$ cat src/rtl/instr_receive_if.sv
// Bus between the instruction transmitter/fetch side and instr_receive.
// The slave modport is the receiver's view; master is the driving side.
interface instr_receive_if #(
  parameter int unsigned IWIDTH = 32,
  parameter int unsigned AWIDTH = 4
);
   logic              r_i_start;
   logic [IWIDTH-1:0] r_i_instr;
   logic              r_i_ack;
   logic              r_i_last;
   logic              r_o_syn;
   logic              r_o_busy;
   logic              r_o_done;
   logic              r_o_err;
   logic [AWIDTH:0]   r_o_count;
   logic [AWIDTH-1:0] r_i_raddr;
   logic [IWIDTH-1:0] r_o_rdata;

   modport master (
      output r_i_start, r_i_instr, r_i_ack, r_i_last, r_i_raddr,
      input  r_o_syn, r_o_busy, r_o_done, r_o_err, r_o_count, r_o_rdata
   );

   modport slave (
      input  r_i_start, r_i_instr, r_i_ack, r_i_last, r_i_raddr,
      output r_o_syn, r_o_busy, r_o_done, r_o_err, r_o_count, r_o_rdata
   );
endinterface

$ cat src/rtl/instr_receive.sv
// Requests DEPTH words from the instruction transmitter, stores them in a local buffer,
// flags done/error from the last-word framing, and serves a registered read port.
module instr_receive #(
  parameter int unsigned IWIDTH  = 32,
  parameter int unsigned DEPTH   = 16,
  parameter int unsigned AWIDTH  = 4,
  parameter int unsigned TIMEOUT = 16
) (
  input logic              r_clk,
  input logic              r_rst,
  instr_receive_if.slave   bus
);
   localparam int unsigned TW = $clog2(TIMEOUT + 1);
   localparam logic [AWIDTH:0] DepthW = (AWIDTH + 1)'(DEPTH);
   localparam logic [AWIDTH:0] LastW  = (AWIDTH + 1)'(DEPTH - 1);
   localparam logic [TW-1:0]   TimeLast = TW'(TIMEOUT - 1);

   typedef enum logic [1:0] {StIdle, StLoad, StDone, StErr} state_e;

   state_e            state_q, state_d;
   logic [AWIDTH:0]   issued_q, issued_d;
   logic [AWIDTH:0]   recv_q, recv_d;
   logic [AWIDTH:0]   count_q, count_d;
   logic [TW-1:0]     timer_q, timer_d;
   logic              done_q, done_d;
   logic              err_q, err_d;
   logic              syn;
   logic              we;
   logic [IWIDTH-1:0] rdata_q;
   logic [IWIDTH-1:0] mem [DEPTH];

   // Combinational request so exactly DEPTH syns go out per load.
   assign syn = (state_q == StLoad) && (issued_q < DepthW);

   always_comb begin
      state_d  = state_q;
      issued_d = issued_q;
      recv_d   = recv_q;
      count_d  = count_q;
      timer_d  = timer_q;
      done_d   = done_q;
      err_d    = err_q;
      we       = 1'b0;
      unique case (state_q)
         StIdle, StDone, StErr: begin
            if (bus.r_i_start) begin
               state_d  = StLoad;
               issued_d = '0;
               recv_d   = '0;
               count_d  = '0;
               timer_d  = '0;
               done_d   = 1'b0;
               err_d    = 1'b0;
            end
         end
         StLoad: begin
            if (syn) issued_d = issued_q + 1'b1;
            if (bus.r_i_ack) begin
               we      = 1'b1;
               recv_d  = recv_q + 1'b1;
               count_d = recv_q + 1'b1;
               timer_d = '0;
               if (recv_q == LastW) begin
                  if (bus.r_i_last) begin
                     state_d = StDone;
                     done_d  = 1'b1;
                  end else begin
                     state_d = StErr;
                     err_d   = 1'b1;
                  end
               end else if (bus.r_i_last) begin
                  state_d = StErr;
                  err_d   = 1'b1;
               end
            end else if (timer_q == TimeLast) begin
               state_d = StErr;
               err_d   = 1'b1;
            end else begin
               timer_d = timer_q + 1'b1;
            end
         end
         default: state_d = StIdle;
      endcase
   end

   always_ff @(posedge r_clk) begin
      if (!r_rst) begin
         state_q  <= StIdle;
         issued_q <= '0;
         recv_q   <= '0;
         count_q  <= '0;
         timer_q  <= '0;
         done_q   <= 1'b0;
         err_q    <= 1'b0;
         rdata_q  <= '0;
      end else begin
         state_q  <= state_d;
         issued_q <= issued_d;
         recv_q   <= recv_d;
         count_q  <= count_d;
         timer_q  <= timer_d;
         done_q   <= done_d;
         err_q    <= err_d;
         rdata_q  <= ({1'b0, bus.r_i_raddr} < DepthW) ? mem[bus.r_i_raddr] : '0;
      end
   end

   // Buffer is deliberately left out of reset so a partial load survives it.
   always_ff @(posedge r_clk) begin
      if (r_rst && we) mem[recv_q[AWIDTH-1:0]] <= bus.r_i_instr;
   end

   assign bus.r_o_syn   = syn;
   assign bus.r_o_busy  = (state_q == StLoad);
   assign bus.r_o_done  = done_q;
   assign bus.r_o_err   = err_q;
   assign bus.r_o_count = count_q;
   assign bus.r_o_rdata = rdata_q;
endmodule
$ cat src/flat_wrapper.sv
// flat-port wrapper written by rule: the top's interface ports become plain ports
module instr_receive_flat 
#(
  parameter int unsigned IWIDTH  = 32,
  parameter int unsigned DEPTH   = 16,
  parameter int unsigned AWIDTH  = 4,
  parameter int unsigned TIMEOUT = 16
)
  (r_clk, r_rst, bus_r_i_start, bus_r_i_instr, bus_r_i_ack, bus_r_i_last, bus_r_i_raddr, bus_r_o_syn, bus_r_o_busy, bus_r_o_done, bus_r_o_err, bus_r_o_count, bus_r_o_rdata);
  instr_receive_if #(.IWIDTH(IWIDTH), .AWIDTH(AWIDTH)) bus_i ();
  input logic r_clk;
  input logic r_rst;
  input wire logic [$bits(bus_i.r_i_start)-1:0] bus_r_i_start;
  input wire logic [$bits(bus_i.r_i_instr)-1:0] bus_r_i_instr;
  input wire logic [$bits(bus_i.r_i_ack)-1:0] bus_r_i_ack;
  input wire logic [$bits(bus_i.r_i_last)-1:0] bus_r_i_last;
  input wire logic [$bits(bus_i.r_i_raddr)-1:0] bus_r_i_raddr;
  output wire logic [$bits(bus_i.r_o_syn)-1:0] bus_r_o_syn;
  output wire logic [$bits(bus_i.r_o_busy)-1:0] bus_r_o_busy;
  output wire logic [$bits(bus_i.r_o_done)-1:0] bus_r_o_done;
  output wire logic [$bits(bus_i.r_o_err)-1:0] bus_r_o_err;
  output wire logic [$bits(bus_i.r_o_count)-1:0] bus_r_o_count;
  output wire logic [$bits(bus_i.r_o_rdata)-1:0] bus_r_o_rdata;
  assign bus_i.r_i_start = bus_r_i_start;
  assign bus_i.r_i_instr = bus_r_i_instr;
  assign bus_i.r_i_ack = bus_r_i_ack;
  assign bus_i.r_i_last = bus_r_i_last;
  assign bus_i.r_i_raddr = bus_r_i_raddr;
  assign bus_r_o_syn = bus_i.r_o_syn;
  assign bus_r_o_busy = bus_i.r_o_busy;
  assign bus_r_o_done = bus_i.r_o_done;
  assign bus_r_o_err = bus_i.r_o_err;
  assign bus_r_o_count = bus_i.r_o_count;
  assign bus_r_o_rdata = bus_i.r_o_rdata;
  instr_receive #(.IWIDTH(IWIDTH), .DEPTH(DEPTH), .AWIDTH(AWIDTH), .TIMEOUT(TIMEOUT)) u_core (.r_clk(r_clk), .r_rst(r_rst), .bus(bus_i));
endmodule
$ cat config.mk
export PLATFORM = sky130hd
export DESIGN_NAME = instr_receive_flat
export DESIGN_NICKNAME = d
export VERILOG_FILES = /design/src/rtl/instr_receive_if.sv /design/src/rtl/instr_receive.sv /design/src/flat_wrapper.sv
export SDC_FILE = /design/constraint.sdc
export NUM_CORES = 1
export LEC_CHECK = 0
export BUFFER_PORTS_ARGS = -buffer_cell sky130_fd_sc_hd__buf_2
export CORE_MARGIN = 3
export CORE_UTILIZATION = 24
export CTS_CLUSTER_SIZE = 10
export DETAILED_ROUTE_END_ITERATION = 16
export SLEW_MARGIN = 40
export SYNTH_ARGS = -nofsm -noshare
export SYNTH_HDL_FRONTEND = slang
export SYNTH_SLANG_ARGS = --single-unit
$ cat constraint.sdc
create_clock -name r_clk -period 4.35 [get_ports r_clk]
set_input_delay 0.87 -clock r_clk [delete_from_list [all_inputs] [get_ports r_clk]]
set_output_delay 0.87 -clock r_clk [all_outputs]
set_load 0.1 [all_outputs]
Word-level counts from Yosys, hierarchy flattened
Memories as Yosys holds them, arrays and structs flattened. A register that Yosys moved wholly into a read port is not among the register bits.
Index checks and enable logic that the tools add are counted.
W data, S select, Z words.
{"block": "classes", "addsub": 3, "magnitude_cmp": 1, "eq_ne": 14, "mux": 29, "n_reduce_logical": 11}
{"cell": "$pmux W5 S2", "count": 3}
{"cell": "$mux W5", "count": 5}
{"cell": "$add A5 B1 Y5 const B", "count": 3}
{"cell": "$mux W1", "count": 13}
{"cell": "$eq A5 B4 Y1 const B", "count": 2}
{"cell": "$mux W2", "count": 5}
{"cell": "$ne A2 B2 Y1 const B", "count": 4}
{"cell": "$reduce_and A4 Y1", "count": 2}
{"cell": "$reduce_and A2 Y1", "count": 3}
{"cell": "$lt A5 B5 Y1 const B", "count": 1}
{"cell": "$eq A2 B2 Y1 const B", "count": 2}
{"cell": "$ne A4 B3 Y1 const B", "count": 1}
{"cell": "$ne A4 B4 Y1 const B", "count": 1}
{"cell": "$pmux W1 S2", "count": 2}
{"cell": "$pmux W2 S2", "count": 1}
{"cell": "$ne A3 B2 Y1 const B", "count": 1}
{"cell": "$ne A3 B3 Y1 const B", "count": 1}
{"cell": "$reduce_and A3 Y1", "count": 1}
{"cell": "$reduce_or A3 Y1", "count": 1}
{"cell": "$eq A2 B1 Y1 const B", "count": 1}
{"cell": "$logic_and A1 B1 Y1", "count": 2}
{"cell": "$logic_not A2 Y1", "count": 1}
{"cell": "$ne A2 B1 Y1 const B", "count": 1}
{"cell": "$logic_not A1 Y1", "count": 1}
{"block": "word_totals", "regBits": 19, "ram_bits": 512, "in_bits": 41, "word_cells": 65, "n_memories": 1}
{"memory": "u_core.mem", "depth": 16, "word_bits": 32, "rd": 1, "rd_ports_with_merged_regs": 1, "write_ports": 1, "line_no": "instr_receive.sv:30", "source": "logic [IWIDTH-1:0] mem [DEPTH];"}

Logic depth before layout (Yosys ltp)
Gate-level depths: netlist of the first run.
{"block": "logic_depth", "ltp_word": 5, "ltp_mapped": 8}

Least setup slack after synthesis of the first run
Ideal clock, no wire load.
{"block": "synth_path", "path_type": "register to output", "startpoint": "register u_core.state_q[1]", "endpoint": "output bus_r_o_syn", "arrival_ns": 1.989, "required_ns": 3.480, "path_slack_ns": 1.491, "stages_incl_launch_ff": 4, "path_buffers": 1, "path_cell_list": "dfxtp_1 nand2b_1 clkbuf_1 nor2_1"}
{"block": "synth_via", "elab_chain_len": 2}
{"item": "start, declared", "line_no": "instr_receive.sv:20", "source": "state_e state_q, state_d;"}
{"item": "start signal, assigned", "line_no": "instr_receive.sv:88", "source": "state_q <= StIdle;"}
{"item": "start signal, assigned", "line_no": "instr_receive.sv:97", "source": "state_q <= state_d;"}
{"item": "$eq A2 B1 Y1", "line_no": "instr_receive.sv:33", "source": "assign syn = (state_q == StLoad) && (issued_q < DepthW);"}
{"item": "$logic_and A1 B1 Y1", "line_no": "instr_receive.sv:33"}
{"item": "end, declared", "line_no": "flat_wrapper.sv:18", "source": "output wire logic [$bits(bus_i.r_o_syn)-1:0] bus_r_o_syn;"}
Every way passes these cells.

Worst setup path in the final report of the first run
{"block": "layout_path", "startpoint": "register u_core.state_q[1]", "endpoint": "output bus_r_o_busy"}
{"block": "layout_via", "elab_chain_len": 1}
{"item": "$eq A2 B1 Y1", "line_no": "instr_receive.sv:114", "source": "assign bus.r_o_busy = (state_q == StLoad);"}
{"item": "end, declared", "line_no": "flat_wrapper.sv:19", "source": "output wire logic [$bits(bus_i.r_o_busy)-1:0] bus_r_o_busy;"}
Every way passes these cells.

==> qor.csv, run 1 <==
stage;metric;value;unit
clocking;cts bufs inserted;66;
clocking;post-cts sizing count;0;
outcome;outcome;finished, final reports clean;
timing;worst slew pin tran;0.829;ns
critical_path;CP startpoint kind;flip-flop;
layout;commonest non-fill, non-tap cell in the layout;edfxtp_1;
detailed_routing;DR WL/cell;20.1;µm
floorplan;Die Area;93200;µm²
critical_path;Reg2Reg Depth;6;
critical_path;CP peak stage delay;0.51;ns
synthesis;YS warnings;0;
synthesis;Synth Cell Area;21500;µm²
global_route;largest net degree at the start of global routing;72;
timing;Final Hold Viols;0;
synthesis;Mean Syn Cell Area;17.9;µm²
clocking;TritonCTS clock tree;built;
synthesis;Syn Nets;1247;
hold_path;hold depth;2;
global_route;total grt overflow;0;
critical_path;terminus of the critical flop-to-flop path;u_core.mem[8][8]$_DFFE_PP_;
critical_path;worst endpoint required time;3.48;ns
floorplan;Die X;305;µm
floorplan;row count;109;
layout;nets;1367;
power;PD cells;460;nW/µm²
floorplan;Die Ht;305;µm
clocking;Max H-tree Level;3;
synthesis;register bit total from synthesis;563;
synthesis;Yosys cell types;41;
timing;share of the clock period used by the worst path;70.4;%
clocking;CTS root buf;clkbuf_16;
layout;Final Non-Filler Cells;2535;
global_route;Tot GR Track Use;10.7;%
global_route;first-pass GRT wire length;75300;µm
layout;fillers;8788;
detailed_routing;initial DRC count;901;
layout;Sequential Area;16400;µm²
layout;layout cells sized above 1;17.6;%
critical_path;Crit path max-delay family;buffers and inverters;
timing;Pins Over Slew Limit;0;
timing;Fin Setup TNS;0;ns
timing;Tmin final;3.06;ns
layout;most frequent cells in the layout;edfxtp_1 (512), mux2i_1 (207), a22oi_1 (101);
floorplan;Starting Density;24.2;%
detailed_routing;vias per cell;4.34;
floorplan;core area;88600;µm²
detailed_routing;final wirelength;50900;µm
critical_path;Crit Path Category;reg2out;
clocking;Clock Latency Late Sink;0.57;ns
synthesis;number of enable-type register cells in the synthesized netlist;512;
clocking;clock sink count;563;
flow_run;Max Cap Violations;0;
power;total power;11700;µW
clocking;hold buffer count at CTS;0;
hold_path;HP Class;reg2reg;
placement;PortBufs;81;
power;Worst IR Drop VDD;0.232;mV
global_route;initial antenna violation count;10;
floorplan;Boundary Pins;82;
clocking;Setup Buffers After CTS;0;
placement;gpl congestion;0.741;
critical_path;CP max stage cell;buf_2;
critical_path;Max FO, Critical Path;13;
critical_path;cells along the critical path;nand2b_1 > inv_1 > buf_2;
timing;Setup violations, final;0;
critical_path;Worst EP arrival;2.19;ns
detailed_routing;via count;11000;
timing;Slew HR;44.6;%
timing;Setup Skew;0.0218;ns
timing;RSZ-0062 raised after global routing;no;
critical_path;start point of the critical path;u_core.state_q[1]$_SDFFE_PN0P_;
placement;Final HPWL DP;29300;µm
critical_path;r2r setup slk;1.32;ns
clocking;Longest Clk Path Bufs;3;
layout;area of the multi-input gates;4700;µm²
synthesis;dominant synthesized flop cell;edfxtp_1;
global_route;vias in the first global route;11600;
critical_path;CP Buf/Inv Count;2;
power;leakage;0.00870;µW
layout;P&R area growth vs syn;17.8;%
detailed_routing;total iterations of the first detailed-routing run;7;
clocking;Clock transition at path regs;0.06;ns
timing;Peak Freq;327;MHz
placement;placed insts;2413;
synthesis;sequential fraction of the synthesis area;76.3;%
critical_path;crit end category;primary output;
critical_path;Stages on worst setup path;3;
detailed_routing;Routed Antenna Nets;0;
synthesis;Post-Synthesis Cells;1198;
timing;Hold WS;0.470;ns
detailed_routing;residual DRC count;0;
critical_path;capture point of the worst path;bus_r_o_busy;
synthesis;asr flop ratio synth;0;%
critical_path;Crit Reg-Reg Startpoint;u_core.state_q[1]$_SDFFE_PN0P_;
-- worst register-to-register path, delay by kind of cell, from the launching register on --
family,cells,cell delay [ns]
simple gates,4,1.45
buf+inv,2,0.90
flops,1,0.32
-- cells by family after synthesis --
group	count (synthesis)	synth area share (%)
flops	563	76.3
simple gates	154	3.53
buf+inv	77	2.18
fa+ha+maj	8	0.466
mux	232	12.3
compound gates	162	5.22
xor+xnor	2	0.0815
-- registers in the layout, indices dropped and copies added, names as in the netlist --
name                  cells
u_core.mem              512
u_core.bus.r_o_rdata     32
u_core.issued_q           5
u_core.recv_q             5
u_core.timer_q            5
u_core.state_q            2
u_core.bus.r_o_done       1
u_core.bus.r_o_err        1
-- cells in the mapped netlist, types with 3 or more instances --
cell,instances,area (µm²)
nand4_1,3,18.8
buf_4,11,82.6
buf_2,10,50.1
and2_1,9,56.3
nor2_1,22,82.6
nand3_1,31,155
nand2_1,45,169
and3_1,11,68.8
a311oi_1,3,26.3
inv_1,9,33.8
edfxtp_1,512,15400
dfxtp_1,51,1020
o21ai_0,29,145
ha_1,8,100
buf_6,13,146
a22oi_1,101,758
mux4_2,25,563
clkbuf_1,29,109
a21oi_1,9,45.0
nand2b_1,22,138
o211ai_1,8,60.1
buf_1,3,11.3
nor3_1,5,25.0
mux2i_1,207,2070
-- layer usage --
| layer | vias to the layer above | part of all wire [%] | track usage, % | wire (µm) |
|---|---|---|---|---|
| li1 | 5000 | - | - | - |
| met5 | - | 0.047 | 0 | 24 |
| met3 | 88 | 4.5 | 1.99 | 2300 |
| met2 | 250 | 50 | 18.4 | 25500 |
| met1 | 5661 | 43 | 13.2 | 21700 |
| met4 | 4 | 2.6 | 4.19 | 1300 |
-- power by group --
| part | switching (µW) | internal, µW | total (µW) |
|---|---|---|---|
| clock network | 2070 | 2910 | 4970 |
| registers | 30.9 | 5940 | 5970 |
| logic | 527 | 186 | 713 |
-- worst min-delay path by stage --
stage / start / end / slack (ns)
finish: u_core.bus.r_o_done$_SDFFE_PN0P_ / u_core.bus.r_o_done$_SDFFE_PN0P_ / 0.47
global route: u_core.bus.r_o_done$_SDFFE_PN0P_ / u_core.bus.r_o_done$_SDFFE_PN0P_ / 0.49
CTS: u_core.bus.r_o_done$_SDFFE_PN0P_ / u_core.bus.r_o_done$_SDFFE_PN0P_ / 0.47
detailed placement: u_core.bus.r_o_done$_SDFFE_PN0P_ / u_core.bus.r_o_done$_SDFFE_PN0P_ / 0.46
global placement: u_core.bus.r_o_done$_SDFFE_PN0P_ / u_core.bus.r_o_done$_SDFFE_PN0P_ / 0.44
floorplan: u_core.state_q[1]$_SDFFE_PN0P_ / u_core.state_q[1]$_SDFFE_PN0P_ / 0.45
-- cell type report --
type                       instances  area share (%)
multi-input combinational        558            18.5
inverter                           9           0.133
tap                             1165            5.76
sequential                       563            64.7
clock buffer                     111            7.31
antenna                            4          0.0395
clock inverter                     5           0.292
timing repair buffer             120            3.18
-- per-stage QoR --
stage | setup slack (ns) | area (µm²) | util [%]
after floorplan | 1.49 | 21500 | -
after global placement | 1.32 | 23300 | 26.3
after detailed placement | 1.29 | 23300 | 26.3
after CTS | 1.29 | 25300 | 28.5
after global routing | 1.10 | 25300 | 28.6
final | 1.29 | 25300 | 28.6
No activity file was read; power rests on OpenSTA's default activity.
==> run 2, diff against run 1 <==
Settings changed: ABC_AREA set to 1.
Clock period 4.35 ns to 2.5 ns, I/O delays scaled along.
==> qor.csv, run 2 <==
stage;metric;value;unit;change
clocking;CTS root buf;clkbuf_16;;unchanged
timing;Slew HR;63.6;%;was 44.6%
global_route;largest net degree at the start of global routing;87;;was 72
timing;RSZ-0062 raised after global routing;no;;unchanged
power;sw power;4930;µW;was 2620 µW
layout;fillers;9725;;was 8788
layout;post-route cell area;27800;µm²;was 25300 µm²
global_route;vias in the first global route;14500;;was 11600
placement;Placed Area;25800;µm²;was 23300 µm²
outcome;outcome;finished, final reports clean;;unchanged
synthesis;register bit total from synthesis;563;;unchanged
global_route;first-pass GRT wire length;91200;µm;was 75300 µm
synthesis;Post-Synthesis Cells;2181;;was 1198
power;Flop pwr share;49.7;%;was 51.2%
clocking;Max H-tree Level;3;;unchanged
power;Pint;16000;µW;was 9030 µW
detailed_routing;vias per cell;4.25;;was 4.34
clocking;TritonCTS clock tree;built;;unchanged
synthesis;dominant synthesized flop cell;edfxtp_1;;unchanged
floorplan;Die X;318;µm;was 305 µm
floorplan;core area;95700;µm²;was 88600 µm²
critical_path;CP startpoint kind;flip-flop;;unchanged
clocking;hold buffer count at CTS;0;;unchanged
synthesis;Post-synth top cells;nand2_1 (806), edfxtp_1 (512), nand3_1 (327);;was edfxtp_1 (512), mux2i_1 (207), a22oi_1 (101)
global_route;initial antenna violation count;2;;was 10
synthesis;synth top area cells;edfxtp_1 (66%), nand2_1 (13%), nand3_1 (7.0%);;was edfxtp_1 (72%), mux2i_1 (9.6%), dfxtp_1 (4.7%)
critical_path;CP peak stage delay;0.43;ns;was 0.51 ns
synthesis;YS warnings;0;;unchanged
layout;fin util;29.0;%;was 28.6%
synthesis;sequential fraction of the synthesis area;70.2;%;was 76.3%
timing;Final Hold Viols;0;;unchanged
synthesis;Synth area leader;edfxtp_1;;unchanged
clocking;Longest Clk Path Bufs;3;;unchanged
detailed_routing;initial DRC count;1264;;was 901
critical_path;Crit Path Category;reg2out;;unchanged
synthesis;Yosys cell types;27;;was 41
layout;commonest non-fill, non-tap cell in the layout;nand2_1;;was edfxtp_1
placement;gpl congestion;0.774;;was 0.741
timing;Pins Over Slew Limit;0;;unchanged
layout;P&R area growth vs syn;18.9;%;was 17.8%
critical_path;Worst EP arrival;1.84;ns;was 2.19 ns
placement;Final HPWL DP;37700;µm;was 29300 µm
floorplan;Starting Density;24.4;%;was 24.2%
power;Worst IR Drop VDD;0.480;mV;was 0.232 mV
flow_run;Max Cap Violations;0;;unchanged
floorplan;Boundary Pins;82;;unchanged
critical_path;cells along the critical path;inv_1 > nand2_2 > nor2_1 > clkbuf_4;;was nand2b_1 > inv_1 > buf_2
critical_path;crit end category;primary output;;unchanged
clocking;Setup Buffers After CTS;0;;unchanged
power;Sw Share;23.6;%;was 22.5%
synthesis;Mean Syn Cell Area;10.7;µm²;was 17.9 µm²
synthesis;Syn Nets;2230;;was 1247
power;clock share of power;43.1;%;was 42.7%
clocking;Clock transition at path regs;0.05;ns;was 0.06 ns
critical_path;Max FO, Critical Path;7;;was 13
detailed_routing;DR WL/cell;17.0;µm;was 20.1 µm
global_route;Tot GR Track Use;11.8;%;was 10.7%
layout;nets;2336;;was 1367
global_route;total grt overflow;0;;unchanged
timing;worst slew pin tran;0.545;ns;was 0.829 ns
critical_path;worst endpoint required time;2.00;ns;was 3.48 ns
synthesis;number of enable-type register cells in the synthesized netlist;512;;unchanged
timing;Tmin final;2.34;ns;
detailed_routing;residual DRC count;0;;unchanged
layout;most frequent cells in the layout;nand2_1 (806), edfxtp_1 (512), nand3_1 (327);;was edfxtp_1 (512), mux2i_1 (207), a22oi_1 (101)
power;PD cells;752;nW/µm²;was 460 nW/µm²
floorplan;Die Ht;318;µm;was 305 µm
timing;Setup Skew;0.0266;ns;was 0.0218 ns
power;leakage;0.0111;µW;was 0.00870 µW
clocking;cts bufs inserted;67;;was 66
detailed_routing;final wirelength;61400;µm;was 50900 µm
power;Gate power share;7.3;%;was 6.1%
timing;Setup violations, final;0;;unchanged
critical_path;Crit path max-delay family;buffers and inverters;;unchanged
placement;PortBufs;81;;unchanged
clocking;Clock Latency Late Sink;0.60;ns;was 0.57 ns
critical_path;CP max stage cell;clkbuf_4;;was buf_2
floorplan;Die Area;101000;µm²;was 93200 µm²
timing;Fin Setup TNS;0;ns;unchanged
hold_path;HP Class;in2reg;;was reg2reg
detailed_routing;Routed Antenna Nets;0;;unchanged
layout;layout cells sized above 1;10.6;%;was 17.6%
synthesis;post-synth top area share;65.9;%;was 71.5%
synthesis;top-count cell post-synth;nand2_1;;was edfxtp_1
timing;Peak Freq;427;MHz;
synthesis;Synth Cell Area;23300;µm²;was 21500 µm²
clocking;clock sink count;563;;unchanged
detailed_routing;via count;15300;;was 11000
critical_path;CP Buf/Inv Count;2;;unchanged
detailed_routing;total iterations of the first detailed-routing run;5;;was 7
floorplan;row count;113;;was 109
synthesis;asr flop ratio synth;0;%;unchanged
timing;share of the clock period used by the worst path;93.7;%;
layout;Largest register FFs;512;;unchanged
power;total power;20900;µW;was 11700 µW
-- run 2: cell count changes in the layout (fill, tap and decap cells not counted), moves of 22 or more --
cell	before	now
nand2_1	45	806
nand3_1	31	327
inv_1	9	272
mux2i_1	207	0
a22oi_1	101	1
buf_12	3	39
a21oi_1	9	44
mux4_2	25	0
nand2b_1	22	0
o21ai_0	29	7
-- run 2: metrics by stage --
stage	setup WS [ns]	instances	hold WS, ns
5_1_grt	0.0407	3604	0.242
4_1_cts	0.0498	3604	0.203
3_5_place_dp	0.309	3483	0.444
3_3_place_gp	0.295	3483	0.445
6_report	0.158	3605	0.231
2_1_floorplan	-0.245	2181	0.445
-- run 2: final cells by class --
class / instances / area [µm²] / area share [%]
multi-input cells: 1232 / 5330 / 19.2
well taps: 1265 / 1580 / 5.70
flip-flops and latches: 563 / 16400 / 59.1
clock buffers: 113 / 1900 / 6.85
inverters: 277 / 1050 / 3.78
repair buffers: 146 / 1400 / 5.03
clock inverters: 8 / 100 / 0.361
diodes: 1 / 2.50 / 0.00901
-- run 2: worst paths after layout --
kind,slack [ns],cells after the start,end,from
setup / recovery,0.16,4,bus_r_o_syn,u_core.state_q[1]$_SDFFE_PN0P_
hold / removal,0.23,4,u_core.timer_q[1]$_SDFFE_PN0P_,bus_r_i_ack
setup reg to reg,0.46,8,u_core.mem[8][26]$_DFFE_PP_,u_core.state_q[1]$_SDFFE_PN0P_
hold reg to reg,0.45,2,u_core.bus.r_o_err$_SDFFE_PN0P_,u_core.bus.r_o_err$_SDFFE_PN0P_
-- run 2: logic make-up after synthesis --
logic type                 count (synthesis)  share of synthesized area [%]
adders and majority gates                  8                          0.429
buffers and inverters                    386                           7.44
DFF                                      563                           70.2
xor gates and xnor gates                   1                         0.0375
and+or+nand+nor                         1165                           20.6
AOI/OAI and AO/OA                         58                           1.30
-- run 2: worst min-delay path, cell delays in order --
cell     delay (ns)
buf_2          0.09
nor2_1         0.07
nand2_1        0.06
a21oi_1        0.05
-- run 2: repair_timing --
action                                  4_1_cts  5_1_grt
gates resized for setup                       0        1
endpoints found under the setup margin        0        1
endpoints found under the hold margin         0        0
-- run 2: power groups by stage --
stage	sequential (µW)	clock, µW	combinational [µW]
floorplan	10900	0	675
global placement	10600	0	1530
detailed placement	10600	0	1540
CTS	10400	9190	1550
global route	10400	9570	1640
finish	10400	8990	1520
-- run 2: routing by layer --
layer	vias up	GRT usage, %	wire length, µm
met2	438	20.2	30600
met4	2	3.36	1570
met1	7396	15.2	26000
met3	103	2.03	3110
met5	-	0	16
li1	7376	-	-
==> run 3, diff against run 2 <==
Settings changed: ABC_AREA 1 to not set.
==> qor.csv, run 3 (same netlist as run 1, synthesis figures left out) <==
stage;metric;value;unit;change
outcome;outcome;finished, final reports clean;;unchanged
power;Sw Share;22.8;%;was 23.6%
clocking;Clock Latency Late Sink;0.60;ns;about the same
clocking;cts bufs inserted;68;;was 67
layout;Largest register FFs;512;;unchanged
power;Pint;15900;µW;was 16000 µW
global_route;largest net degree at the start of global routing;45;;was 87
timing;share of the clock period used by the worst path;95.0;%;was 93.7%
clocking;CTS root buf;clkbuf_16;;unchanged
floorplan;row count;109;;was 113
timing;Fin Setup TNS;0;ns;unchanged
power;clock share of power;43.2;%;was 43.1%
timing;Slew HR;65.3;%;was 63.6%
detailed_routing;DR WL/cell;20.6;µm;was 17.0 µm
critical_path;worst endpoint required time;2.00;ns;about the same
timing;Setup violations, final;0;;unchanged
layout;nets;1396;;was 2336
clocking;clock sink count;563;;unchanged
floorplan;Die Ht;305;µm;was 318 µm
critical_path;Max FO, Critical Path;11;;was 7
floorplan;Die Area;93200;µm²;was 101000 µm²
layout;Final Non-Filler Cells;2566;;was 3605
layout;layout cells sized above 1;19.4;%;was 10.6%
floorplan;Die X;305;µm;was 318 µm
critical_path;Crit Reg-Reg Startpoint;u_core.state_q[1]$_SDFFE_PN0P_;;unchanged
layout;most frequent cells in the layout;edfxtp_1 (512), mux2i_1 (207), a22oi_1 (101);;was nand2_1 (806), edfxtp_1 (512), nand3_1 (327)
global_route;vias in the first global route;11800;;was 14500
timing;Final WS setup;0.126;ns;was 0.158 ns
clocking;Clock transition at path regs;0.05;ns;about the same
timing;worst slew pin tran;0.521;ns;was 0.545 ns
timing;Pins Over Slew Limit;0;;unchanged
global_route;first-pass GRT wire length;78100;µm;was 91200 µm
critical_path;r2r setup slk;0.50;ns;was 0.46 ns
timing;Setup Skew;0.0336;ns;was 0.0266 ns
clocking;Longest Clk Path Bufs;3;;unchanged
power;sw power;4690;µW;was 4930 µW
critical_path;Worst EP arrival;1.87;ns;was 1.84 ns
placement;dpl ws;0.0968;ns;was 0.309 ns
detailed_routing;initial DRC count;913;;was 1264
critical_path;Reg2Reg Depth;6;;was 8
clocking;post-cts sizing count;0;;unchanged
timing;Peak Freq;421;MHz;was 427 MHz
floorplan;core area;88600;µm²;was 95700 µm²
critical_path;start point of the critical path;u_core.state_q[1]$_SDFFE_PN0P_;;unchanged
hold_path;HP Class;in2reg;;unchanged
clocking;Setup Buffers After CTS;0;;unchanged
critical_path;capture point of the worst path;bus_r_o_syn;;unchanged
detailed_routing;Routed Antenna Nets;0;;unchanged
detailed_routing;final wirelength;53000;µm;was 61400 µm
global_route;initial antenna violation count;5;;was 2
power;PD cells;794;nW/µm²;was 752 nW/µm²
layout;P&R area growth vs syn;20.4;%;was 18.9%
timing;RSZ-0062 raised after global routing;no;;unchanged
detailed_routing;via count;11200;;was 15300
clocking;hold buffer count at CTS;0;;unchanged
detailed_routing;residual DRC count;0;;unchanged
global_route;Tot GR Track Use;11.2;%;was 11.8%
placement;gpl congestion;0.734;;was 0.774
flow_run;Max Cap Violations;0;;unchanged
floorplan;Starting Density;24.2;%;was 24.4%
global_route;total grt overflow;0;;unchanged
power;leakage;0.00894;µW;was 0.0111 µW
power;Worst IR Drop VDD;0.456;mV;was 0.480 mV
placement;placed insts;2442;;was 3483
placement;PortBufs;81;;unchanged
timing;Final Hold Viols;0;;unchanged
critical_path;CP startpoint kind;flip-flop;;unchanged
placement;Final HPWL DP;31600;µm;was 37700 µm
detailed_routing;total iterations of the first detailed-routing run;5;;unchanged
critical_path;crit end category;primary output;;unchanged
power;Flop pwr share;50.5;%;was 49.7%
power;Gate power share;6.3;%;was 7.3%
critical_path;Crit Path Category;reg2out;;unchanged
clocking;Max H-tree Level;3;;unchanged
timing;Tmin final;2.37;ns;was 2.34 ns
layout;commonest non-fill, non-tap cell in the layout;edfxtp_1;;was nand2_1
floorplan;Boundary Pins;82;;unchanged
detailed_routing;vias per cell;4.38;;was 4.25
clocking;TritonCTS clock tree;built;;unchanged
critical_path;terminus of the critical flop-to-flop path;u_core.mem[8][12]$_DFFE_PP_;;was u_core.mem[8][26]$_DFFE_PP_
## run 3: changes by cell type in the layout (fill, tap and decap cells not counted), sizes merged, moves of 11 or more
cell and delta:
a21oi -35, a22oi +100, and3 +11, inv -267
mux2i +207, mux4 +25, nand2 -765, nand2b +22
nand3 -296, o21ai +24
## run 3: power groups by stage
stage / Sequential, µW / Combinational [µW] / Clock, µW
2_1_floorplan: 10900 / 525 / 0
3_3_place_gp: 10600 / 1290 / 0
3_5_place_dp: 10600 / 1310 / 0
4_1_cts: 10400 / 1310 / 9090
5_1_grt: 10400 / 1380 / 9500
6_report: 10400 / 1300 / 8880
## run 3: worst min path at each step
| stage | cells after the start | end | startpoint |
|---|---|---|---|
| after floorplan | 2 | u_core.state_q[1]$_SDFFE_PN0P_ | u_core.state_q[1]$_SDFFE_PN0P_ |
| after global placement | 2 | u_core.bus.r_o_done$_SDFFE_PN0P_ | u_core.bus.r_o_done$_SDFFE_PN0P_ |
| after detailed placement | 2 | u_core.bus.r_o_done$_SDFFE_PN0P_ | u_core.bus.r_o_done$_SDFFE_PN0P_ |
| after CTS | 2 | u_core.bus.r_o_err$_SDFFE_PN0P_ | r_rst |
| after global routing | 2 | u_core.bus.r_o_err$_SDFFE_PN0P_ | r_rst |
| final | 2 | u_core.bus.r_o_err$_SDFFE_PN0P_ | r_rst |
## run 3: through the flow
| stage | instance area (µm²) | hold slack, ns | util, % | total power (µW) |
|---|---|---|---|---|
| global route | 25900 | 0.191 | 29.2 | 21300 |
| finish | 25900 | 0.199 | 29.2 | 20600 |
| detailed placement | 23900 | 0.446 | 26.9 | 11900 |
| CTS | 25900 | 0.163 | 29.2 | 20800 |
| floorplan | 21500 | 0.445 | - | 11400 |
| global placement | 23900 | 0.446 | 26.9 | 11900 |
## run 3: critical path, cell delays in order, from the launching register on
cell and delay (ns):
dfxtp_1 0.31, nand2b_1 0.15, buf_4 0.18, nor2_1 0.18, buf_2 0.47
## run 3: layout make-up
cell class,instances,area (µm²)
clock buffer,111,1870
tap,1165,1460
multi-input combinational,558,4680
timing repair buffer,147,1300
antenna,2,5.00
inverter,9,33.8
fill,8702,62800
sequential,563,16400
clock inverter,11,141
## run 3: routing by layer
metal  GRT usage [%]  vias to the layer above  part of all wire (%)
met5               0                        -                 0.025
met4            3.55                        2                   2.1
met3            1.99                       82                   4.9
met2            18.7                      283                    49
met1            14.8                     5830                    44
li1                -                     5042                     -
